`src/rtl/booth_multiplier.sv`:
```
// Sequential WIDTH x WIDTH multiplier, one iteration per clock.
// SIGNED=1 uses radix-2 Booth recoding; SIGNED=0 uses plain shift-add.
// Z[2W-1:W] feeds HI, Z[W-1:0] feeds LO.
module booth_multiplier #(
    parameter int WIDTH  = 32,
    parameter bit SIGNED = 1'b1
) (
    input  logic               clk,
    input  logic               reset,
    input  logic               start,
    input  logic [WIDTH-1:0]   multiplicand,
    input  logic [WIDTH-1:0]   multiplier,
    output logic               busy,
    output logic               done,
    output logic [2*WIDTH-1:0] Z
);

    localparam int CW = $clog2(WIDTH + 1);

    typedef enum logic [1:0] {
        IDLE = 2'd0,
        BUSY = 2'd1,
        DONE = 2'd2
    } state_t;

    state_t state, state_nxt;

    logic [WIDTH:0]   m_reg;
    logic [WIDTH:0]   a_reg;
    logic [WIDTH-1:0] q_reg;
    logic             qm1_reg;
    logic [CW-1:0]    cnt;

    logic [WIDTH:0]   sum;
    logic [WIDTH:0]   a_nxt;
    logic [WIDTH-1:0] q_nxt;
    logic             last_iter;

    assign last_iter = (cnt == CW'(WIDTH - 1));

    // One iteration: add/subtract M into A, then shift {A, Q, q_-1} right by one
    always_comb begin
        sum = a_reg;
        if (SIGNED) begin
            case ({q_reg[0], qm1_reg})
                2'b01:   sum = a_reg + m_reg;
                2'b10:   sum = a_reg - m_reg;
                default: sum = a_reg;
            endcase
            a_nxt = {sum[WIDTH], sum[WIDTH:1]};
        end else begin
            if (q_reg[0]) sum = a_reg + m_reg;
            a_nxt = {1'b0, sum[WIDTH:1]};
        end
        q_nxt = {sum[0], q_reg[WIDTH-1:1]};
    end

    // State register
    always_ff @(posedge clk or posedge reset) begin
        if (reset) state <= IDLE;
        else       state <= state_nxt;
    end

    // Next-state and handshake outputs
    always_comb begin
        state_nxt = state;
        busy      = 1'b0;
        done      = 1'b0;
        case (state)
            IDLE: if (start) state_nxt = BUSY;
            BUSY: begin
                busy = 1'b1;
                if (last_iter) state_nxt = DONE;
            end
            DONE: begin
                done      = 1'b1;
                state_nxt = IDLE;
            end
            default: state_nxt = IDLE;
        endcase
    end

    // Operand capture, iteration datapath and product register
    always_ff @(posedge clk or posedge reset) begin
        if (reset) begin
            m_reg   <= '0;
            a_reg   <= '0;
            q_reg   <= '0;
            qm1_reg <= 1'b0;
            cnt     <= '0;
            Z       <= '0;
        end else begin
            case (state)
                IDLE: if (start) begin
                    m_reg   <= SIGNED ? {multiplicand[WIDTH-1], multiplicand}
                                      : {1'b0, multiplicand};
                    a_reg   <= '0;
                    q_reg   <= multiplier;
                    qm1_reg <= 1'b0;
                    cnt     <= '0;
                end
                BUSY: begin
                    a_reg   <= a_nxt;
                    q_reg   <= q_nxt;
                    qm1_reg <= q_reg[0];
                    cnt     <= cnt + 1'b1;
                    if (last_iter) Z <= {a_nxt[WIDTH-1:0], q_nxt};
                end
                default: ;
            endcase
        end
    end

endmodule

```
`config.mk`:
```
export PLATFORM = sky130hd
export DESIGN_NAME = booth_multiplier
export DESIGN_NICKNAME = d
export VERILOG_FILES = /design/src/rtl/booth_multiplier.sv
export SDC_FILE = /design/constraint.sdc
export NUM_CORES = 1
export LEC_CHECK = 0
export ABC_AREA = 0
export BUFFER_PORTS_ARGS = -buffer_cell sky130_fd_sc_hd__buf_2
export CAP_MARGIN = 15
export CORE_ASPECT_RATIO = 1.2
export CORE_UTILIZATION = 35
export CTS_CLUSTER_DIAMETER = 60
export DETAILED_ROUTE_END_ITERATION = 10
export GPL_TIMING_DRIVEN = 1
export PLACE_DENSITY = 0.56
export SLEW_MARGIN = 40
export SYNTH_ARGS = -nofsm -noshare
export SYNTH_HDL_FRONTEND = slang
export SYNTH_SLANG_ARGS = --single-unit
```
`constraint.sdc`:
```
create_clock -name clk -period 6 [get_ports clk]
set_input_delay 0.9 -clock clk [delete_from_list [all_inputs] [get_ports clk]]
set_output_delay 0.9 -clock clk [all_outputs]
set_load 0.01 [all_outputs]
```
; Yosys cells after proc, flatten, opt, wreduce, memory -nomap -nowiden
; Cells that the tools add are included.
[classes]
n_addsub = 3
eq_ne = 7
muxes = 14
n_reduce_logical = 6
[op_table]
columns = operator, count
row1 = case mux 33 bit (2 select lines), 2
row2 = case mux 32 bit (2 select lines), 1
row3 = adder 33 bit, 1
row4 = 2-to-1 mux 33 bit, 1
row5 = subtractor 33 bit, 1
row6 = 2-to-1 mux 32 bit, 1
row7 = case mux 6 bit (2 select lines), 1
row8 = AND reduction 2 bit, 4
row9 = adder 6 x 1 -> 6 bit (second input constant), 1
row10 = equality test 6 x 5 -> 1 bit (second input constant), 1
row11 = 2-to-1 mux 6 bit, 1
row12 = equality test 2 x 1 -> 1 bit (second input constant), 2
row13 = equality test 2 bit (second input constant), 2
row14 = 2-to-1 mux 2 bit, 2
row15 = != test 2 bit (second input constant), 2
row16 = case mux 2 bit (2 select lines), 1
row17 = 2-to-1 mux 1 bit, 3
row18 = zero test 2 bit, 1
row19 = case mux 1 bit (2 select lines), 1
row20 = nonzero test 2 bit, 1
[totals]
regBits = 170
in_bits = 67
output_inout_bits = 66
wordCells = 37

; Depth between registers and ports, before layout
; Gate-level depths: netlist of the first run.
[depth]
depth_word = 3
depth_mapped = 18
ltp_nobuf = 18

; Least setup slack after synthesis of the first run
; Ideal clock, no wire load.
[synth_path]
path_kind = register -> register
from = reg m_reg[2]
to = reg Z[63]
t_arrival_ns = 3.746
t_required_ns = 5.868
path_slack_ns = 2.122
stages_incl_launch_ff = 18
n_path_buf = 1
cell_sequence = dfrtp_1 or4_4 nor4_2 and3_1 nand2_1 nor3_1 a31oi_1 xnor2_1 ha_1 clkbuf_1 a21o_1 a21o_1 a21oi_1 nand3_1 o21ai_0 mux2i_2 xor2_1 o21ai_1
[synth_via]
elab_chain_cells = 2
word_cells_on_any_way = 3
[synth_lines]
columns = item, line
row1 = start: declaration, 28  ; logic [WIDTH:0] m_reg;
row2 = start signal: assignment, 95  ; m_reg <= SIGNED ? {multiplicand[WIDTH-1], multiplicand}
row3 = subtractor 33 bit or adder 33 bit (tied branches), n/a
row4 = case mux 33 bit (2 select lines) *, 45  ; case ({q_reg[0], qm1_reg})
row5 = end signal: assignment, 107  ; if (last_iter) Z <= {a_nxt[WIDTH-1:0], q_nxt};
row6 = end: declaration, 15  ; output logic [2*WIDTH-1:0] Z
; Mark *: on every way between the ends. The rest lies on a longest branch, timed or not.
; A chain may end at the register's enable or synchronous reset.

; Worst setup path after layout of the first run
; Ends and elaborated chain as after synthesis.

==> results.txt, run 1 <==
Final setup violation count -> 0
Worst Path Class, Setup -> register to register
Syn avg cell area -> 9.05 um^2
Cells after Synth -> 1029
Initial Utilization -> 0.356
Synth warn -> 0
Synth async-reset ratio -> 1.00
Fin. max-slew vios -> 0
DR DRC count -> 0
Outcome -> completed
Final wirelength -> 24400 um
Multi-input logic area -> 4790 um^2
Die W -> 151 um
Setup TNS -> 0 ns
Critical Path Sink -> Z[63]
Total gr overflow -> 0
Minimum clock period -> 4.36 ns
CTS tree -> built
Clock root cell -> clkbuf_16
GP Congestion -> 0.880
NumNets Final -> 1241
Pwr Density -> 733 nW/um^2
Reg-to-Reg Start -> m_reg[2]
Number of flip-flops in the largest register -> 64
CTS Buffer Depth -> 2
Area growth, synth to finish -> 17.7%
Slew HR -> 0.449
Ports -> 133
Port Buffers -> 132
VDD IR-drop max -> 0.440 mV
Post-CTS Hold Buffers -> 0
Fmax achieved -> 0.229 GHz
Endpoint class of the critical path -> register
Number of distinct library cells after synthesis -> 66
#FFs+latches synth -> 169
Post-synthesis sequential area ratio -> 0.454
Die ar. -> 27300 um^2
Vias in the first global route -> 7667
Crit-path most repeated cell -> a21o_1
RSZ-0062 raised after global routing -> false
Top Family by Delay on Critical Path -> simple AND/OR/NAND/NOR gates
Sequential cell area -> 4230 um^2
Crit path cell chain -> or4_4, nor4_2, and3_1, nand2_1, nor3_1, a31oi_1, xnor2_1, ha_1, a21o_1, a21o_1, a21oi_1, nand3_1, o21ai_0, mux2i_2, xor2_1, o21ai_1
CP arrival -> 4.68 ns
CP max FO -> 9
Post-CTS Setup Inserts -> 0
Top post-synthesis cells by area -> dfrtp_1 (45%), nand2_1 (9.1%), o21ai_0 (5.1%)
Total track usage -> 0.189
DRT iter0 DRCs -> 340
Hold crit path type -> register to register
R2R Setup Slk -> 1.64 ns
Die Ht -> 181 um
Synth cell count leaders -> nand2_1 (225), dfrtp_1 (169), o21ai_0 (95)
Worst r2r dst -> Z[63]
H-tree depth -> 4
Initial antenna violation count -> 4
Pre-CTS setup slack -> 1.60 ns
Post-DR vias/cell -> 5.11
EDFF count, synth -> 0
Clock tree sinks -> 169
Worst Setup Start Kind -> register
Top FF cell, synth -> dfrtp_1
Leakage power -> 5.27 nW
Largest net degree at the start of global routing -> 71
Layout cells sized above 1 -> 0.199
WL per Instance -> 16.4 um
TritonCTS Buffers -> 17
Max cap viols -> 0
Pre-Repair DR Iteration Count -> 4
Slowest stage cell, crit path -> or4_4
Final WS setup -> 1.64 ns
Final period utilization -> 0.727
Critical path depth in cells -> 16
Skew-Pair Late Insertion Delay -> 0.44 ns
Register with the most flip-flops -> Z
Synthesized net count -> 1132
CP bufs+invs -> 0
Vias -> 7613
Worst Max-Slew Pin Slew -> 0.826 ns
Core area -> 26200 um^2
Worst-path clk slew -> 0.07 ns
Final setup skew -> 0.0129 ns
First-pass GRT wire length -> 40100 um
Synth area leader -> dfrtp_1
Cell Area, Synth -> 9310 um^2
Count leader, synth -> nand2_1
CP required -> 6.32 ns
Crit path launch -> m_reg[2]
DRT antenna net count -> 0
Row count -> 65
Cells resized by post-CTS repair -> 0
Yosys top cell area share -> 0.454
FILL cells -> 2613
Final HPWL DP -> 17400 um
Depth of the most critical reg-to-reg path -> 16
Final Hold Vio Count -> 0
Crit path largest cell delay -> 0.59 ns
logic make-up (layout without fill, tap and decap cells):
family,Yosys count,in the layout,synth area share
flip-flops,169,169,0.454
adder cells (fa/ha/maj),36,36,0.0492
buffers and inverters,82,204,0.0337
AND/OR/NAND/NOR,366,366,0.176
other,0,3,0
XOR/XNOR,58,58,0.0546
AO/OA/AOI/OAI,272,272,0.179
multiplexers,46,46,0.0542
cell type report:
cell class,instances,share of cell area
well taps,335,0.0382
inverters,27,0.00970
clock inverters,14,0.0142
flip-flops and latches,169,0.386
clock buffers,18,0.0401
multi-input cells,778,0.437
repair buffers,145,0.0740
diodes,3,0.000685
worst min-delay path, stage by stage, from the launching register on:
cell	delay, ns
dfrtp_1	0.34
nand2_1	0.05
nand2_1	0.05
worst min path at each step:
stage	cells after the start	to	slack, ns	startpoint
CTS	2	Z[28]	0.48	Z[28]
global placement	2	Z[1]	0.45	Z[1]
detailed placement	2	Z[10]	0.46	Z[10]
global route	2	Z[1]	0.49	Z[1]
floorplan	2	a_reg[0]	0.45	a_reg[0]
finish	2	Z[28]	0.47	Z[28]
layer usage:
layer,wire length (um),part of all wire,GRT usage,up-vias
li1,-,-,-,3807
met1,11000,0.45,0.238,3623
met2,11400,0.47,0.301,143
met3,1420,0.058,0.0532,38
met4,610,0.025,0.0752,2
met5,11,0.00045,0,-
power by group:
group	total [mW]	internal (mW)	leakage (nW)	switching, mW
sequential	2.14	1.69	2.14	0.449
combinational	4.77	2.12	2.84	2.65
clock	1.13	0.603	0.289	0.525
total	8.03	4.41	5.27	3.62
placed cells by master (no fill, tap or decap), types with 4 or more instances in the layout:
cell type	n
nor2b_1	4
nand3_1	11
mux2i_1	13
a211oi_1	5
nor2_1	42
mux2_2	32
nor4_1	4
nand2_1	225
xnor2_1	39
ha_1	34
a21o_1	24
xor2_1	19
clkbuf_16	17
buf_2	132
buf_4	10
and2_1	33
o31ai_1	8
a21oi_1	50
inv_8	4
a31oi_1	40
inv_2	4
and3_1	4
o21ai_1	6
nor3_1	15
a22o_1	14
dfrtp_1	169
o21ai_0	95
inv_1	22
or3_1	4
inv_6	6
nand2b_1	4
through the flow:
step / std cells / power, mW / hold WS, ns / util / cell area (um^2)
after floorplan: 1029 / 5.76 / 0.450 / - / 9310
after global placement: 1451 / 6.86 / 0.453 / 0.393 / 10300
after detailed placement: 1454 / 6.94 / 0.456 / 0.396 / 10400
after CTS: 1486 / 8.10 / 0.476 / 0.418 / 11000
after global routing: 1486 / 8.81 / 0.488 / 0.418 / 11000
final: 1489 / 8.03 / 0.467 / 0.419 / 11000
Note: power is estimated with default switching activity, not from simulation.
==> inputs of run 2 (changes only) <==
--- a/config.mk
+++ b/config.mk
@@ -5,7 +5,7 @@
 export SDC_FILE = /design/constraint.sdc
 export NUM_CORES = 1
 export LEC_CHECK = 0
-export ABC_AREA = 0
+export ABC_AREA = 1
 export BUFFER_PORTS_ARGS = -buffer_cell sky130_fd_sc_hd__buf_2
 export CAP_MARGIN = 15
 export CORE_ASPECT_RATIO = 1.2
@@ -13,7 +13,7 @@
 export CTS_CLUSTER_DIAMETER = 60
 export DETAILED_ROUTE_END_ITERATION = 10
 export GPL_TIMING_DRIVEN = 1
-export PLACE_DENSITY = 0.56
+export PLACE_DENSITY = 0.58
 export SLEW_MARGIN = 40
 export SYNTH_ARGS = -nofsm -noshare
 export SYNTH_HDL_FRONTEND = slang
==> constraint.sdc (replaced) <==
create_clock -name clk -period 4 [get_ports clk]
set_input_delay 0.6 -clock clk [delete_from_list [all_inputs] [get_ports clk]]
set_output_delay 0.6 -clock clk [all_outputs]
set_load 0.01 [all_outputs]
==> run 2 against run 1 <==
Critical path depth rose by 5. Sequential share of layout area fell by 1.4 points. Non-clock buffer count did not move.
==> results.txt, run 2 <==
Outcome -> completed
Commonest non-fill, non-tap cell in the layout -> nand2_1
Yosys top cell area share -> 0.433
DRT antenna net count -> 0
Worst-path clk slew -> 0.07 ns
Non-Filler Instances -> 1793
Crit path cell chain -> inv_1, ha_1, nand2_1, nor2_2, nand2_1, o21ai_2, nand2_2, a21oi_1, xnor2_1, inv_1, ha_1, a21oi_1, o21ai_0, nand2_1, nand2_1, a21oi_1, nand3_1, nand3_1, nand2_1, nand2_1, nand2_1
Synthesized net count -> 1423
Worst Max-Slew Pin Slew -> 0.685 ns
Worst r2r dst -> a_reg[30]
Slew HR -> 0.543
Clock tree sinks -> 169
DRT iter0 DRCs -> 572
Fmax achieved -> 0.298 GHz
Final period utilization -> 0.839
Worst Setup Start Kind -> register
#FFs+latches synth -> 169
DR DRC count -> 0
Vias in the first global route -> 8431
CTS tree -> built
Post-CTS Setup Inserts -> 0
Final setup skew -> 0.0139 ns
Top Family by Delay on Critical Path -> simple AND/OR/NAND/NOR gates
Die W -> 154 um
CP required -> 4.33 ns
Largest net degree at the start of global routing -> 80
Skew-Pair Late Insertion Delay -> 0.45 ns
EDFF count, synth -> 0
Die Ht -> 185 um
Initial Utilization -> 0.358
Synth area leader -> dfrtp_1
Setup TNS -> 0 ns
CTS Buffer Depth -> 2
CP arrival -> 3.68 ns
Most frequent cells in the layout -> nand2_1 (435), dfrtp_1 (169), inv_1 (152), buf_2 (132), nor2_1 (95)
Crit-path most repeated cell -> nand2_1
Register with the most flip-flops -> Z
Vias -> 8695
Max cap viols -> 0
Final Hold Vio Count -> 0
Port Buffers -> 132
Initial antenna violation count -> 0
R2R Setup Slk -> 0.64 ns
Die ar. -> 28600 um^2
Ports -> 133
Core area -> 27300 um^2
Row count -> 66
Top FF cell, synth -> dfrtp_1
Depth of the most critical reg-to-reg path -> 21
CP max FO -> 5
Top post-synthesis cells by area -> dfrtp_1 (43%), nand2_1 (17%), inv_1 (5.9%)
Hold crit path type -> primary input to asynchronous set/reset pin
Total gr overflow -> 0
Cells after Synth -> 1320
Synth warn -> 0
Synth cell count leaders -> nand2_1 (435), dfrtp_1 (169), inv_1 (153)
Sequential cell area -> 4230 um^2
Endpoint class of the critical path -> register
Reg-to-Reg Start -> m_reg[0]
Final wirelength -> 27100 um
Slowest stage cell, crit path -> dfrtp_1
Multi-input logic area -> 4710 um^2
Antenna Cells -> 0
Syn avg cell area -> 7.39 um^2
RSZ-0062 raised after global routing -> false
Area growth, synth to finish -> 16.7%
Fin. max-slew vios -> 0
Critical path depth in cells -> 21
Number of distinct library cells after synthesis -> 46
Pre-Repair DR Iteration Count -> 5
Minimum clock period -> 3.36 ns
NumNets Final -> 1543
Post-synthesis sequential area ratio -> 0.433
Post-CTS Hold Buffers -> 0
Worst Path Class, Setup -> register to register
Total track usage -> 0.199
First-pass GRT wire length -> 44400 um
Synth async-reset ratio -> 1.00
Clock root cell -> clkbuf_16
Count leader, synth -> nand2_1
Layout cells sized above 1 -> 0.145
Cell Area, Synth -> 9760 um^2
WL per Instance -> 15.1 um
FILL cells -> 2882
Cells resized by post-CTS repair -> 0
Final setup violation count -> 0
Final HPWL DP -> 20100 um
Placed cells -> 1761
H-tree depth -> 4
Number of flip-flops in the largest register -> 64
GP Congestion -> 0.912
Crit path largest cell delay -> 0.39 ns
Post-DR vias/cell -> 4.85
CP bufs+invs -> 2
TritonCTS Buffers -> 17
==> run 2: cell types whose count changed in the layout (fill, tap and decap cells not counted), moves of 27 or more <==
cell	before	now
and2_1	33	0
o21ai_1	6	37
nor2_1	42	95
nand3_1	11	60
o22ai_1	1	28
xnor2_1	39	9
nand2_1	225	435
mux2_2	32	0
a31oi_1	40	1
inv_1	22	152
==> run 2: stage by stage <==
step | instance area (um^2) | hold slack [ns] | setup slack [ns] | utilization
3_3_place_gp | 10800 | 0.455 | 0.678 | 0.396
6_report | 11400 | 0.201 | 0.643 | 0.418
2_1_floorplan | 9760 | 0.469 | 1.19 | -
4_1_cts | 11400 | 0.205 | 0.616 | 0.418
3_5_place_dp | 10800 | 0.456 | 0.643 | 0.396
5_1_grt | 11400 | 0.230 | 0.239 | 0.418
==> run 2: metal layers <==
layer	track usage	routed length, um
met4	0.0570	384
met2	0.329	12800
met3	0.0353	1160
met5	0	0
met1	0.267	12800
==> run 2: logic make-up after synthesis <==
| kind of cell | share of synthesized area |
|---|---|
| AND/OR/NAND/NOR | 0.265 |
| AO/OA/AOI/OAI | 0.135 |
| buffers and inverters | 0.0851 |
| flip-flops | 0.433 |
| XOR/XNOR | 0.0323 |
| adder cells (fa/ha/maj) | 0.0469 |
| multiplexers | 0.00205 |
==> run 2: worst max-delay path by stage <==
stage	slack (ns)	from	to
6_report	0.64	m_reg[0]	a_reg[30]
5_1_grt	0.24	m_reg[0]	a_reg[30]
4_1_cts	0.62	m_reg[0]	a_reg[27]
3_5_place_dp	0.64	m_reg[0]	a_reg[27]
3_3_place_gp	0.68	m_reg[0]	a_reg[27]
2_1_floorplan	1.19	qm1_reg	Z[57]
==> run 2: final cells by class <==
type	count	area share
Multi-Input combinational cell	946	0.414
Sequential cell	169	0.371
Timing Repair Buffer	145	0.0710
Inverter	161	0.0536
Clock buffer	19	0.0389
Tap cell	340	0.0374
Clock inverter	13	0.0143
Power of run 2 is not shown: default switching activity piles up to over one toggle a cycle in this logic, so the estimate is an artifact.
